File: src/rtl/jk_pkg.sv
// jk_pkg: shared types and constants for the JK flop bank driver.
//   state_e  - controller states (RST, IDLE, DRIVE, WAIT, CHECK)
//   JK_*     - per-bit {j,k} excitation codes
//   CNT_W    - width of the settle counter (SETTLE fits in 1..15)
package jk_pkg;

   typedef enum logic [2:0] {
      ST_RST,
      ST_IDLE,
      ST_DRIVE,
      ST_WAIT,
      ST_CHECK
   } state_e;

   // {j,k} codes; JK toggle (2'b11) is deliberately absent
   localparam logic [1:0] JK_HOLD  = 2'b00;
   localparam logic [1:0] JK_RESET = 2'b01;
   localparam logic [1:0] JK_SET   = 2'b10;

   localparam int CNT_W = 4;

endpackage

File: src/rtl/jk_excite.sv
// jk_excite: combinational JK excitation for one flop.
// Ports:
//   exp_bit - current (tracked) state of the flop
//   tgt_bit - requested next state
//   jk      - {j,k}: hold, set or reset; toggle is never produced
module jk_excite
   import jk_pkg::*;
(
   input  logic       exp_bit,
   input  logic       tgt_bit,
   output logic [1:0] jk
);

   always_comb begin
      jk = JK_HOLD;
      if (!exp_bit && tgt_bit)      jk = JK_SET;
      else if (exp_bit && !tgt_bit) jk = JK_RESET;
   end

endmodule

File: src/rtl/jk_bank_driver.sv
// jk_bank_driver: drives a bank of WIDTH JK flops to a requested state, either
// by async preset/clear load or by one J/K clock step, then compares q.
// Optional feature: define JKDRV_ERR_COUNT_EN to add err_count[7:0], a
// saturating count of completed requests that ended in a mismatch.
// Ports:
//   clk, clear           - clock shared with the flop bank; async active-low reset
//   tgt_valid/ready      - request handshake; tgt_value target, tgt_init 1=load
//   q                    - flop outputs fed back for the compare
//   j, k                 - J/K inputs (non-zero only in DRIVE for a step)
//   ff_preset, ff_clear  - active-low async controls (DRIVE for a load, RST)
//   busy, done           - not-IDLE flag; one-cycle compare-complete pulse
//   mismatch(_bits)      - compare result, valid with done
module jk_bank_driver
   import jk_pkg::*;
#(
   parameter int WIDTH  = 4,
   parameter int SETTLE = 1
) (
   input  logic             clk,
   input  logic             clear,
   input  logic             tgt_valid,
   output logic             tgt_ready,
   input  logic [WIDTH-1:0] tgt_value,
   input  logic             tgt_init,
   input  logic [WIDTH-1:0] q,
   output logic [WIDTH-1:0] j,
   output logic [WIDTH-1:0] k,
   output logic [WIDTH-1:0] ff_preset,
   output logic [WIDTH-1:0] ff_clear,
   output logic             busy,
   output logic             done,
   output logic             mismatch,
`ifdef JKDRV_ERR_COUNT_EN
   output logic [WIDTH-1:0] mismatch_bits,
   output logic [7:0]       err_count
`else
   output logic [WIDTH-1:0] mismatch_bits
`endif
);

   state_e           state_q, state_d;
   logic [CNT_W-1:0] cnt_q, cnt_d;
   logic [WIDTH-1:0] tgt_q, tgt_d;
   logic [WIDTH-1:0] exp_q, exp_d;
   logic [WIDTH-1:0] j_q, j_d, k_q, k_d;
   logic [WIDTH-1:0] pre_q, pre_d, clr_q, clr_d;
   logic [WIDTH-1:0] mmb_q, mmb_d;
   logic             mm_q, mm_d, done_q, done_d;
   logic             busy_q, busy_d, ready_q, ready_d;
   logic             accept;
   logic [WIDTH-1:0] exc_j, exc_k, diff;

   // Excitation is taken against the incoming target while in IDLE so that
   // j/k can be registered at the accept edge and be stable for all of DRIVE.
   for (genvar i = 0; i < WIDTH; i++) begin : g_exc
      logic [1:0] jk;
      jk_excite u_exc (.exp_bit(exp_q[i]), .tgt_bit(tgt_value[i]), .jk(jk));
      assign exc_j[i] = jk[1];
      assign exc_k[i] = jk[0];
   end

   assign accept = (state_q == ST_IDLE) && tgt_valid;
   assign diff   = q ^ tgt_q;

   // State register
   always_ff @(posedge clk or negedge clear) begin
      if (!clear) begin
         state_q <= ST_RST;
         cnt_q   <= '0;
      end else begin
         state_q <= state_d;
         cnt_q   <= cnt_d;
      end
   end

   // Next state
   always_comb begin
      state_d = state_q;
      cnt_d   = cnt_q;
      case (state_q)
         ST_RST:   state_d = ST_IDLE;
         ST_IDLE:  if (tgt_valid) state_d = ST_DRIVE;
         ST_DRIVE: begin
            state_d = ST_WAIT;
            cnt_d   = CNT_W'(SETTLE - 1);
         end
         ST_WAIT:  if (cnt_q == '0) state_d = ST_CHECK;
                   else             cnt_d   = cnt_q - 1'b1;
         ST_CHECK: state_d = ST_IDLE;
         default:  state_d = ST_RST;
      endcase
   end

   // Outputs, computed for the cycle that follows the coming edge
   always_comb begin
      j_d     = '0;
      k_d     = '0;
      pre_d   = '1;
      clr_d   = '1;
      done_d  = 1'b0;
      mmb_d   = '0;
      mm_d    = 1'b0;
      tgt_d   = tgt_q;
      exp_d   = exp_q;
      if (accept) begin
         tgt_d = tgt_value;
         if (tgt_init) begin
            // one of the two is low per bit, never both
            pre_d = ~tgt_value;
            clr_d = tgt_value;
         end else begin
            j_d = exc_j;
            k_d = exc_k;
         end
      end
      if (state_q == ST_CHECK) begin
         done_d = 1'b1;
         mmb_d  = diff;
         mm_d   = |diff;
         // follow the real bank so a faulty bit is re-driven next time
         exp_d  = q;
      end
      ready_d = (state_d == ST_IDLE);
      busy_d  = (state_d != ST_IDLE);
   end

   always_ff @(posedge clk or negedge clear) begin
      if (!clear) begin
         j_q     <= '0;
         k_q     <= '0;
         pre_q   <= '1;
         clr_q   <= '0;
         done_q  <= 1'b0;
         mmb_q   <= '0;
         mm_q    <= 1'b0;
         tgt_q   <= '0;
         exp_q   <= '0;
         busy_q  <= 1'b1;
         ready_q <= 1'b0;
      end else begin
         j_q     <= j_d;
         k_q     <= k_d;
         pre_q   <= pre_d;
         clr_q   <= clr_d;
         done_q  <= done_d;
         mmb_q   <= mmb_d;
         mm_q    <= mm_d;
         tgt_q   <= tgt_d;
         exp_q   <= exp_d;
         busy_q  <= busy_d;
         ready_q <= ready_d;
      end
   end

   assign j             = j_q;
   assign k             = k_q;
   assign ff_preset     = pre_q;
   assign ff_clear      = clr_q;
   assign done          = done_q;
   assign mismatch      = mm_q;
   assign mismatch_bits = mmb_q;
   assign busy          = busy_q;
   assign tgt_ready     = ready_q;

`ifdef JKDRV_ERR_COUNT_EN
   logic [7:0] err_q, err_d;

   always_comb begin
      err_d = err_q;
      if (state_q == ST_CHECK && (|diff) && err_q != 8'hFF) err_d = err_q + 8'd1;
   end

   always_ff @(posedge clk or negedge clear) begin
      if (!clear) err_q <= '0;
      else        err_q <= err_d;
   end

   assign err_count = err_q;
`endif

endmodule

File: config.mk
export PLATFORM = sky130hd
export DESIGN_NAME = jk_bank_driver
export DESIGN_NICKNAME = d
export VERILOG_FILES = /design/src/rtl/jk_pkg.sv /design/src/rtl/jk_excite.sv /design/src/rtl/jk_bank_driver.sv
export SDC_FILE = /design/constraint.sdc
export NUM_CORES = 1
export LEC_CHECK = 0
export BUFFER_PORTS_ARGS = -buffer_cell sky130_fd_sc_hd__buf_4
export CAP_MARGIN = 20
export CORE_MARGIN = 10
export CORE_UTILIZATION = 55
export DETAILED_ROUTE_END_ITERATION = 8
export GPL_ROUTABILITY_DRIVEN = 0
export PLACE_DENSITY = 0.82
export SLEW_MARGIN = 20
export SYNTH_ARGS = -nofsm -noshare
export SYNTH_HDL_FRONTEND = slang
export SYNTH_HIERARCHICAL = 1
export SYNTH_SLANG_ARGS = --single-unit
File: constraint.sdc
create_clock -name clk -period 3 [get_ports clk]
set_input_delay 0.6 -clock clk [delete_from_list [all_inputs] [get_ports clk]]
set_output_delay 0.6 -clock clk [all_outputs]
set_load 0.05 [all_outputs]
; ---- After elaboration in Yosys (flattened, before gate mapping)
; Index checks and enable logic that the tools add are counted.
[totals]
out_inout_bits = 24
ff_bits = 39
in_bits = 12
[classes]
n_reduce_logical = 23
n_mux = 24
addsub = 1
eq_ne = 7
bitwise = 2
[op_table]
columns = operator, n
row1 = 4-bit two-way mux, 10
row2 = 3-bit case mux with 4 select lines, 1
row3 = 1-bit logical AND, 9
row4 = 1-bit zero test, 8
row5 = 2-bit two-way mux, 4
row6 = 4-bit case mux with 2 select lines, 1
row7 = "3-bit by 1-bit == test with 1-bit output, second input constant", 2
row8 = "3-bit by 2-bit == test with 1-bit output, second input constant", 2
row9 = 1-bit two-way mux, 6
row10 = 3-bit two-way mux, 2
row11 = 4-bit zero test, 1
row12 = 4-bit NOT, 1
row13 = 4-bit OR reduction, 1
row14 = "4-bit by 1-bit subtractor with 4-bit output, second input constant", 1
row15 = 4-bit bitwise XOR, 1
row16 = "3-bit == test, second input constant", 1
row17 = 3-bit zero test, 1
row18 = "3-bit by 1-bit != test with 1-bit output, second input constant", 1
row19 = "2-bit != test, second input constant", 1
row20 = 2-bit AND reduction, 1
row21 = 2-bit nonzero test, 1
row22 = 2-bit OR reduction, 1

; ---- Depth between registers and ports, before layout
[depth]
ltp_word = 6
depth_mapped = 5
depth_no_buf = 5

; ---- Modules after synthesis
; The synthesis kept the hierarchy.
[modules_own_cells]
columns = module, cells_each, area_each_um2, instances
row1 = jk_bank_driver, 108, 1447.6, 1
row2 = jk_excite, 2, 15.0, 4

; ---- Least setup slack after synthesis
; Ideal clock, no wire load.
[synth_timing]
path_kind = register -> register
start = register cnt_q[0]
end = register cnt_q[3]
n_path_buf = 0
path_slack_ps = 1475
stages_incl_launch_ff = 6
t_required_ps = 2879
arrival_time_ps = 1404
setup_time_ps = 121
period_less_slack_ps = 1525
cell_sequence = dfrtp_1 -> inv_1 -> ha_1 -> nor3b_1 -> o31ai_1 -> a22o_1
[synth_via]
elab_chain_cells = 3
elab_cells_between_ends = 6
classes_between = add/sub (1) / eq/ne (1) / mux (2) / reduce/logical (2)
[synth_rtl]
columns = element, line
row1 = "start, declared", jk_bank_driver.sv:42  ; logic [CNT_W-1:0] cnt_q, cnt_d;
row2 = "start signal, assigned", jk_bank_driver.sv:72  ; cnt_q <= cnt_d;
row3 = 4-bit by 1-bit subtractor with 4-bit output / 4-bit zero test (equally long branches), "jk_bank_driver.sv:88, jk_bank_driver.sv:87"
row4 = 4-bit two-way mux / 2-bit != test (equally long branches), n/a
row5 = 4-bit case mux with 2 select lines / 2-bit AND reduction (equally long branches), n/a
; Several ways; a longest one is shown, not always the timed one. The select of a mux whose other input is x is not followed.
; A chain may end at the register's enable or synchronous reset.

; ---- Worst setup path after layout
; Same ends and word-level chain as after synthesis.

==> summary.md <==
| Metric | Value |
|---|---|
| Site row count | 18 |
| GRT met1 Usage | 12.7% |
| Vias per inst | 5.15 |
| Fillers | 178 |
| Synthesis-to-finish area growth | 22.7% |
| Largest area contributor in the netlist | dfrtp_1 |
| Post-Route WL | 2890 um |
| Max FO, Critical Path | 6 |
| Yosys top cell area share | 56.4% |
| Met3 Use GR | 7.07% |
| Complex-gate fraction of the synthesized area | 6.06% |
| Met2 usage | 18.4% |
| Number of synthesized flops with an enable pin | 0 |
| Register Area | 982 um2 |
| Largest family of logic cells by synthesized area | simple AND/OR/NAND/NOR gates |
| Hold-fix buffer count after cts | 0 |
| Max-cap violations | 0 |
| DR WL/cell | 15.5 um |
| Syn Area/Cell | 13.0 um2 |
| FF+latch count, synth | 39 |
| Peak VDD IR | 0.633 mV |
| Vias in the first global route | 1006 |
| Worst-Skew Late Latency | 350 ps |
| CTS tree | built |
| Num CTS Buffers | 5 |
| Yosys cell types | 31 |
| Top-count cell post-synth | dfrtp_1 |
| Minimum clock period | 1770 ps |
| DR iter-0 viols | 81 |
| Maximum clock frequency | 564 MHz |
| RR Endpoint | cnt_q[3]$_DFFE_PN0P_ |
| DP Cell Count | 179 |
| Sequential share of the synthesized area | 65.1% |
| PortBufs | 35 |
| Reg2Reg Setup Slack | 1230 ps |
| Post-Synth Simple-Gate Area | 18.2% |
| Final setup margin | 1230 ps |
| TritonCTS sink count | 39 |
| YS warnings | 6 |
| Cells after synthesis | 116 |
| RSZ-0062 raised after global routing | false |
| Startpoint Class | flip-flop |
| Total track usage | 12.0% |
| Antenna cells | 0 |
| CTS max path bufs | 2 |
| First-pass GRT wire length | 4810 um |
| Most instantiated cells after synthesis | dfrtp_1, and2_1, mux2_2 |
| GRT overflow | 0 |
| Via count | 963 |
| Root buf cell | clkbuf_4 |
| Pwr dens | 816 mW/mm2 |
| # IOs | 36 |
| Mux cell area share after synthesis | 5.98% |
| Setup tns final | 0 ps |
| Final period util | 59.1% |
| Critical Path End | cnt_q[3]$_DFFE_PN0P_ |
| Arrival @ worst endpoint | 2020 ps |
| Layout Nets | 169 |
| Layout cells sized above 1 | 38.9% |
| Clock-pin slew on the worst setup and hold paths | 100 ps |
| Area contributors post-synth | dfrtp_1, dfstp_2, mux2_2, and2_1, nor2b_1 |
| Setup violators final | 0 |
| Clock Skew | 6.54 ps |
| Post-Synth Adder-Cell Area | 0.830% |
| Crit path required time | 3250 ps |
| Die Y | 72.4 um |
| H-tree depth | 2 |
| Synth async-reset ratio | 100% |
| Reg2Reg Depth | 5 |
| Worst-margin pin slew | 633 ps |
| Commonest register cell after synthesis | dfrtp_1 |
| Setup repair bufs after CTS | 0 |
| Normalized max-slew margin | 57.7% |
| Reg-to-reg startpoint | cnt_q[0]$_DFFE_PN0P_ |
| Hold crit path type | input pin to async pin |
| Largest net degree at the start of global routing | 40 |
| CP Capture Type | flip-flop |
| ANT nets after route | 0 |
| Post-CTS Resized | 0 |
| Critical path class | flip-flop to flip-flop |
| XOR/XNOR Fraction of Synth Area | 2.32% |
| Critical path origin | cnt_q[0]$_DFFE_PN0P_ |
| Final hold slack | 197 ps |
| Hold violation total from the final report | 0 |
| GRT Max-Usage Layer | met2 |
| Post-place setup slack | 1260 ps |
| Area of the multi-input gates | 503 um2 |
| Final Max Tran Viols | 0 |
| Initial antenna violation count | 0 |
| Syn_nets | 129 |
| LEAKAGE | 0.883 nW |
| Die footprint | 0.00524 mm2 |
| Synthesized area | 0.00151 mm2 |
| Die W | 72.4 um |
| Initial Util | 59.2% |
| DP HPWL | 2150 um |
| Drt pass-1 iters | 6 |
| Outcome | completed |
| DRC viols | 0 |
| CORE AREA | 0.00254 mm2 |
| Final std cells w/o fill | 187 |
final cells by class:
type | count | area share (%)
Clock buffer | 7 | 2.43
Clock inverter | 1 | 0.270
Inverter | 4 | 0.811
Multi-Input combinational cell | 71 | 27.2
Sequential cell | 39 | 53.1
Tap cell | 30 | 2.03
Timing Repair Buffer | 35 | 14.2
worst min path at each step:
| stage | to | slack, ps | from |
|---|---|---|---|
| finish | j[1]$_DFF_PN0_ | 200 | clear |
| global route | ff_clear[0]$_DFF_PN0_ | 200 | clear |
| CTS | tgt_q[1]$_DFFE_PN0P_ | 200 | clear |
| detailed placement | exp_q[3]$_DFFE_PN0P_ | 520 | exp_q[3]$_DFFE_PN0P_ |
| global placement | state_q[1]$_DFF_PN0_ | 500 | state_q[2]$_DFF_PN0_ |
| floorplan | cnt_q[0]$_DFFE_PN0P_ | 300 | clear |
through the flow:
| stage | instance area (um2) | util [%] | total power [mW] |
|---|---|---|---|
| floorplan | 1510 | - | 1.12 |
| global placement | 1800 | 70.7 | 1.25 |
| detailed placement | 1800 | 70.7 | 1.28 |
| CTS | 1850 | 72.7 | 1.53 |
| global route | 1850 | 72.7 | 1.60 |
| finish | 1850 | 72.7 | 1.51 |
logic make-up (layout without fill, tap and decap cells):
group	after synthesis	count (layout)
AND/OR/NAND/NOR	45	45
flip-flops	39	39
AO/OA/AOI/OAI	13	13
multiplexers	8	8
buffers and inverters	6	47
XOR/XNOR	4	4
adder cells (fa/ha/maj)	1	1
layer usage:
layer | wire length (um) | vias up
met4 | 77 | 0
met1 | 1200 | 454
li1 | - | 470
met3 | 283 | 9
met5 | 0 | -
met2 | 1330 | 30
state kept, by name (all words and copies together), names as in the netlist, 3 cells and up:
signal,count
cnt_q,4
exp_q,4
ff_clear,4
ff_preset,4
j,4
k,4
mismatch_bits,4
state_q,3
tgt_q,4
power by group:
part | leakage (nW) | switching (mW) | total [mW] | internal, mW
logic | 0.373 | 0.313 | 0.519 | 0.206
clock network | 0.0293 | 0.159 | 0.250 | 0.0913
registers | 0.481 | 0.0880 | 0.741 | 0.653
total | 0.883 | 0.560 | 1.51 | 0.951
critical path: stages, from the launching register on:
cell and delay (ps):
dfrtp_1 420, inv_1 120, ha_1 210, nor3b_1 550
o31ai_1 170, a22o_1 200
cells in the final DEF (no fill, tap or decap), drive strengths merged:
master  netlist  final
o211ai        1      1
nor2b         6      6
a41oi         1      1
nor2          6      6
nand2         6      6
dfstp         5      5
buf           0     35
or3b          1      1
inv           4      4
o32ai         1      1
dfrtp        34     34
a311oi        1      1
nand2b        5      5
nand3         1      1
o31ai         2      2
mux2          8      8
a21oi         3      3
nor3b         1      1
o21ai         2      2
nand3b        1      1
ha            1      1
or2           1      1
o221ai        1      1
and2b         5      5
and2          9      9
clkbuf        2      7
xnor2         4      4
nand4         1      1
or4           1      1
a22o          1      1
and4bb        1      1
clkinv        0      1
(Power assumes the default switching activity.)
